===== src/rtl/pass_request.sv =====
`default_nettype none
// ============================================================================
//  Module      : pass_request
//  Description : Pedestrian pass-request generator. It synchronizes and
//                debounces a raw button, raises a registered "pass" request
//                to the downstream traffic-light controller, and drops the
//                request once that controller grants. A grant is a green
//                rising edge that follows a red or yellow phase. An optional
//                cooldown window ignores new presses after a grant.
//  Revision    : 1.0 - initial release
// ----------------------------------------------------------------------------
//  Parameters
//    DEB_LEN       number of consecutive synchronized-high cycles needed
//                  before a press is accepted (2..255)
//    COOLDOWN_LEN  number of cycles presses are ignored after a grant
//                  (1..4095); only used when PASS_COOLDOWN_EN is defined
//  Ports
//    clk   in   system clock, rising edge
//    rst   in   asynchronous active-high reset
//    btn   in   raw pedestrian button (asynchronous, may bounce)
//    R     in   red lamp fed back from the traffic-light controller
//    G     in   green lamp fed back from the traffic-light controller
//    Y     in   yellow lamp fed back from the traffic-light controller
//    pass  out  registered request level, high for the whole PENDING state
//    busy  out  registered, high in PENDING or COOLDOWN
//  Configuration macro
//    PASS_COOLDOWN_EN  when defined, builds the COOLDOWN state and its 12-bit
//                      counter. When undefined, a grant returns straight to
//                      IDLE and busy equals pass.
// ============================================================================
module pass_request #(
    parameter int DEB_LEN      = 16,
    parameter int COOLDOWN_LEN = 1024
) (
    input  logic clk,
    input  logic rst,
    input  logic btn,
    input  logic R,
    input  logic G,
    input  logic Y,
    output logic pass,
    output logic busy
);

    typedef enum logic [1:0] {
        ST_IDLE     = 2'b00,
        ST_PENDING  = 2'b01,
        ST_COOLDOWN = 2'b10
    } state_t;

    localparam logic [7:0] c_DEB_MAX = 8'(DEB_LEN);

    state_t     r_state;
    logic       r_sync1;
    logic       r_sync2;
    logic [7:0] r_deb_cnt;
    logic       r_deb_full_d;
    logic [1:0] r_sync_valid;
    logic       r_lock;
    logic       r_last_stop;
    logic       r_g_d;

`ifdef PASS_COOLDOWN_EN
    localparam logic [11:0] c_CD_LAST = 12'(COOLDOWN_LEN - 1);
    logic [11:0] r_cd_cnt;
`endif

    logic w_deb_full;
    logic w_press;
    logic w_grant;

    // The press event fires only on the first cycle the saturated counter
    // reads full, so a held button yields exactly one event.
    assign w_deb_full = (r_deb_cnt == c_DEB_MAX);
    assign w_press    = w_deb_full && !r_deb_full_d && !r_lock;
    // A green rising edge only counts after a red/yellow phase; a blinking
    // green with no stop phase in between is ignored.
    assign w_grant    = G && !r_g_d && r_last_stop;

    // Two-flop synchronizer for the asynchronous button.
    always_ff @(posedge clk or posedge rst) begin
        if (rst) begin
            r_sync1 <= 1'b0;
            r_sync2 <= 1'b0;
        end else begin
            r_sync1 <= btn;
            r_sync2 <= r_sync1;
        end
    end

    // Debounce counter, saturating at DEB_LEN, cleared on any low sample.
    always_ff @(posedge clk or posedge rst) begin
        if (rst) begin
            r_deb_cnt    <= 8'd0;
            r_deb_full_d <= 1'b0;
        end else begin
            r_deb_full_d <= w_deb_full;
            if (!r_sync2) begin
                r_deb_cnt <= 8'd0;
            end else if (!w_deb_full) begin
                r_deb_cnt <= r_deb_cnt + 8'd1;
            end
        end
    end

    // Post-reset lockout: a button still held through reset must be released
    // before it can request again. The synchronizer is zeroed by reset, so its
    // output is trusted only once two fresh samples have flowed through it.
    always_ff @(posedge clk or posedge rst) begin
        if (rst) begin
            r_sync_valid <= 2'b00;
            r_lock       <= 1'b1;
        end else begin
            r_sync_valid <= {r_sync_valid[0], 1'b1};
            if (r_sync_valid[1] && !r_sync2) begin
                r_lock <= 1'b0;
            end
        end
    end

    // Lamp history: last_stop remembers a red/yellow phase until a grant.
    always_ff @(posedge clk or posedge rst) begin
        if (rst) begin
            r_last_stop <= 1'b0;
            r_g_d       <= 1'b0;
        end else begin
            r_g_d <= G;
            if (w_grant) begin
                r_last_stop <= 1'b0;
            end else if (R || Y) begin
                r_last_stop <= 1'b1;
            end
        end
    end

    // Request FSM with registered pass/busy outputs. Presses arriving outside
    // IDLE are dropped rather than queued.
    always_ff @(posedge clk or posedge rst) begin
        if (rst) begin
            r_state <= ST_IDLE;
            pass    <= 1'b0;
            busy    <= 1'b0;
`ifdef PASS_COOLDOWN_EN
            r_cd_cnt <= 12'd0;
`endif
        end else begin
            case (r_state)
                ST_IDLE: begin
                    pass <= 1'b0;
                    busy <= 1'b0;
                    if (w_press) begin
                        r_state <= ST_PENDING;
                        pass    <= 1'b1;
                        busy    <= 1'b1;
                    end
                end
                ST_PENDING: begin
                    pass <= 1'b1;
                    busy <= 1'b1;
                    if (w_grant) begin
`ifdef PASS_COOLDOWN_EN
                        r_state  <= ST_COOLDOWN;
                        pass     <= 1'b0;
                        busy     <= 1'b1;
                        r_cd_cnt <= 12'd0;
`else
                        r_state <= ST_IDLE;
                        pass    <= 1'b0;
                        busy    <= 1'b0;
`endif
                    end
                end
`ifdef PASS_COOLDOWN_EN
                ST_COOLDOWN: begin
                    pass <= 1'b0;
                    busy <= 1'b1;
                    if (r_cd_cnt == c_CD_LAST) begin
                        r_state <= ST_IDLE;
                        busy    <= 1'b0;
                    end else begin
                        r_cd_cnt <= r_cd_cnt + 12'd1;
                    end
                end
`endif
                // Illegal encodings (and COOLDOWN when it is not built)
                // recover to IDLE.
                default: begin
                    r_state <= ST_IDLE;
                    pass    <= 1'b0;
                    busy    <= 1'b0;
                end
            endcase
        end
    end

endmodule
`default_nettype wire


===== config.mk =====
export PLATFORM = sky130hd
export DESIGN_NAME = pass_request
export DESIGN_NICKNAME = d
export VERILOG_FILES = /design/src/rtl/pass_request.sv
export SDC_FILE = /design/constraint.sdc
export NUM_CORES = 1
export LEC_CHECK = 0
export ABC_AREA = 1
export CORE_UTILIZATION = 40
export CTS_CLUSTER_SIZE = 8
export DETAILED_ROUTE_END_ITERATION = 10
export SLEW_MARGIN = 20
export SYNTH_ARGS = -nofsm -noshare
export SYNTH_HDL_FRONTEND = slang
export SYNTH_SLANG_ARGS = --single-unit

===== constraint.sdc =====
create_clock -name clk -period 2.2 [get_ports clk]
set_input_delay 0.22 -clock clk [delete_from_list [all_inputs] [get_ports clk]]
set_output_delay 0.22 -clock clk [all_outputs]
set_load 0.02 [all_outputs]

==> flow_metrics.py <==
metrics = {
    "timing": {
        "rsz0062_at_grt": "no",
        "hold_viol": 0,
        "timing.slew.headroom": 0.5617,
        "clock_skew_after_layout_ps": 2.446,
        "tightest_slew_ps": 656.7,
        "period_share": 0.6649,
        "final-setup-viol-count": 0,
        "timing.setup.tns_ps": 0,
        "post-route-min-period_ps": 1463,
        "timing.fmax_ghz": 0.6836,
        "final-max-slew-violation-count": 0,
    },
    "route": {
        "post-route-drc-count": 0,
        "detail_route.vias_per_cell": 4.504,
        "routed-via-count": 554,
        "ant_nets": 0,
        "drt_first_pass_iters": 4,
        "wl_per_cell_um": 9.724,
        "total_wirelength_of_the_detailed_routed_design_um": 1196,
        "drt-initial-drc-count": 4,
    },
    "power_and_ir_drop": {
        "power_density_mw_per_mm2": 650.3,
        "static-leakage-power_nw": 0.4289,
        "vdd_ir_drop_max_uv": 481.5,
    },
    "die": {
        "fp.dieH_um": 46.25,
        "initial_utilization": 0.4393,
        "number_of_core_rows": 15,
        "die_width_um": 46.25,
        "ioPinCount": 8,
        "core-area_mm2": 0.001783,
        "die_area_mm2": 0.002139,
    },
    "logic_synthesis": {
        "yosys-top-cells-area": "sky130_fd_sc_hd__dfrtp_1 (54%), sky130_fd_sc_hd__nand2_1 (9.1%), sky130_fd_sc_hd__nor2_1 (6.7%)",
        "synthCells": 89,
        "yosysWarningCount": 0,
        "mappedNetlistNets": 97,
        "postSynthAreaPerCell_um2": 8.801,
        "yosys.area.top_type_share": 0.5431,
        "yosysTopAreaCell": "sky130_fd_sc_hd__dfrtp_1",
        "postSynthRegisterBits": 18,
        "post_synth_num_cell_types": 18,
        "synthesis.area_um2": 783.3,
        "synth-seq-area-share": 0.5767,
    },
    "worst_setup_path": {
        "cp-start-kind": "flop",
        "setup.worst_path.start": "busy$_DFF_PP0_",
        "worst-endpoint-required_ps": 1980,
        "critical_path.reg2reg.startpoint": "r_deb_cnt[1]$_DFFE_PP0P_",
        "arrival_time_at_the_worst_endpoint_ps": 1240,
        "timing.setup.critical_path_class": "reg2out",
        "r2r_cells": 6,
        "cp_cell_sequence": "clkdlybuf4s50_1",
        "cp_slowest_stage_delay_ps": 600,
        "path_buf_inv": 1,
        "rrSetupSlack_ps": 1010,
        "cp_num_cells": 1,
        "crit_fanout": 2,
        "slowest_stage": "sky130_fd_sc_hd__clkdlybuf4s50_1",
        "path_delay_family": "buffers and inverters",
        "capture_instance_of_the_worst_register_to_register_path": "r_deb_cnt[6]$_DFFE_PP0P_",
        "crit_path_end_kind": "output port",
        "critical_path_destination": "pass",
    },
    "layout": {
        "nNetsFinal": 107,
        "proportion_of_layout_cells_with_a_drive_suffix_above_1": 0.07143,
        "fillCellCount": 169,
        "multi_input_comb_area_um2": 274.0,
        "antenna_cells": 0,
        "final-seq-area_um2": 451.7,
        "layout-area-overhead-vs-synth_pct": 15.97,
        "final_core_utilization": 0.5095,
    },
    "global_route": {
        "total_overflow_reported_by_the_global_router": 0,
        "largest_net_degree_at_the_start_of_global_routing": 19,
        "grt_antenna_before_repair": 0,
        "grt_pass1_wl_um": 2063,
        "gr-usage-all-layers": 0.1425,
        "first_global_vias": 507,
    },
    "clock_network": {
        "tritoncts": "built",
        "tritoncts_num_sinks": 18,
        "clock-root-buffer": "sky130_fd_sc_hd__clkbuf_4",
        "holdBufCountCts": 0,
        "cts_htree_levels": 1,
        "cts_made_buffers": 3,
        "clk_pin_slew_worst_paths_ps": 100,
        "cts_repair_resize_count": 0,
        "clk-insertion-delay-late_ps": 300,
        "cts-root-to-sink-buffers": 2,
        "cts_setup_buffers": 0,
    },
    "place": {
        "port-buffer-count": 7,
        "globalplace.congestion": 0.7824,
        "detailed_place_hpwl_um": 873.6,
    },
    "run": {
        "drv_cap": 0,
    },
    "status": {
        "outcome": "completed",
    },
    "min_path": {
        "worst_hold_path_type": "in2async",
    },
}
cell type report:
type                    count  area share
multi-input cells          57      0.3017
flip-flops and latches     18      0.4972
clock buffers               4     0.03994
inverters                  12     0.04959
well taps                  25     0.03444
repair buffers              7     0.07714
registers in the layout, indices dropped and copies added (netlist names):
name and cells:
r_deb_cnt 8, r_sync_valid 2, r_g_d 1, r_sync2 1
r_lock 1, busy 1, r_deb_full_d 1, r_state 1
r_last_stop 1, r_sync1 1
routing by layer:
| layer | share of wire | global-route usage |
|---|---|---|
| met1 | 0.49 | 0.1779 |
| met2 | 0.44 | 0.2197 |
| met3 | 0.054 | 0.03529 |
| met4 | 0.018 | 0.08824 |
| met5 | 0 | 0 |
through the flow:
step	setup slack [ps]	cells	power, mW	hold WS [ps]	cell area, µm²
finish	737.1	123	0.5907	301.0	908.4
global route	668.3	123	0.6253	331.6	908.4
CTS	714.2	123	0.6023	318.9	908.4
detailed placement	1030	119	0.3953	334.7	872.1
global placement	1056	119	0.3944	335.1	872.1
floorplan	1134	89	0.3794	157.8	783.3
cells in the mapped netlist:
library cell,count
sky130_fd_sc_hd__nand3b_1,1
sky130_fd_sc_hd__buf_2,1
sky130_fd_sc_hd__nand3_1,8
sky130_fd_sc_hd__nand2_1,19
sky130_fd_sc_hd__buf_4,1
sky130_fd_sc_hd__o21ai_0,3
sky130_fd_sc_hd__o31ai_1,1
sky130_fd_sc_hd__nor2_2,1
sky130_fd_sc_hd__dfstp_2,1
sky130_fd_sc_hd__nor2_4,1
sky130_fd_sc_hd__a21oi_1,4
sky130_fd_sc_hd__nor3_1,1
sky130_fd_sc_hd__ha_1,2
sky130_fd_sc_hd__conb_1,1
sky130_fd_sc_hd__dfrtp_1,17
sky130_fd_sc_hd__inv_1,12
sky130_fd_sc_hd__nor2_1,14
sky130_fd_sc_hd__xnor2_1,1
worst min path at each step:
stage                         startpoint                         to  slack [ps]
2_1_floorplan                        rst             busy$_DFF_PP0_         160
3_3_place_gp   r_sync_valid[0]$_DFF_PP0_  r_sync_valid[1]$_DFF_PP0_         340
3_5_place_dp   r_sync_valid[0]$_DFF_PP0_  r_sync_valid[1]$_DFF_PP0_         330
4_1_cts                              rst   r_deb_cnt[0]$_DFFE_PP0P_         320
5_1_grt                              btn          r_sync1$_DFF_PP0_         330
6_report                             rst  r_sync_valid[0]$_DFF_PP0_         300
cell families (layout without fill, tap and decap cells):
family | after synthesis | count (layout) | synth area share
other | 1 | 1 | 0.004788
AOI/OAI and AO/OA | 8 | 8 | 0.05431
adders and majority gates | 2 | 2 | 0.03194
and+or+nand+nor | 45 | 45 | 0.2476
buffers and inverters | 14 | 23 | 0.07348
DFF | 18 | 18 | 0.5767
xor gates and xnor gates | 1 | 1 | 0.01118
power by group:
part	switching, mW	internal (mW)
clock network	0.102	0.101
registers	0.0102	0.341
logic	0.0187	0.0176
layout by cell type, fill, tap and decap left out:
| cell | Yosys | layout |
|---|---|---|
| sky130_fd_sc_hd__o31ai_1 | 1 | 1 |
| sky130_fd_sc_hd__clkbuf_8 | 0 | 1 |
| sky130_fd_sc_hd__ha_1 | 2 | 2 |
| sky130_fd_sc_hd__dfrtp_1 | 17 | 17 |
| sky130_fd_sc_hd__clkbuf_4 | 0 | 3 |
| sky130_fd_sc_hd__nor2_4 | 1 | 1 |
| sky130_fd_sc_hd__nand3b_1 | 1 | 1 |
| sky130_fd_sc_hd__nand2_1 | 19 | 19 |
| sky130_fd_sc_hd__dfstp_2 | 1 | 1 |
| sky130_fd_sc_hd__nor2_1 | 14 | 14 |
| sky130_fd_sc_hd__nor2_2 | 1 | 1 |
| sky130_fd_sc_hd__a21oi_1 | 4 | 4 |
| sky130_fd_sc_hd__clkdlybuf4s50_1 | 0 | 7 |
| sky130_fd_sc_hd__nand3_1 | 8 | 8 |
| sky130_fd_sc_hd__o21ai_0 | 3 | 3 |
| sky130_fd_sc_hd__conb_1 | 1 | 1 |
| sky130_fd_sc_hd__xnor2_1 | 1 | 1 |
| sky130_fd_sc_hd__inv_1 | 12 | 12 |
| sky130_fd_sc_hd__nor3_1 | 1 | 1 |
Note: power is estimated with default switching activity, not from simulation.
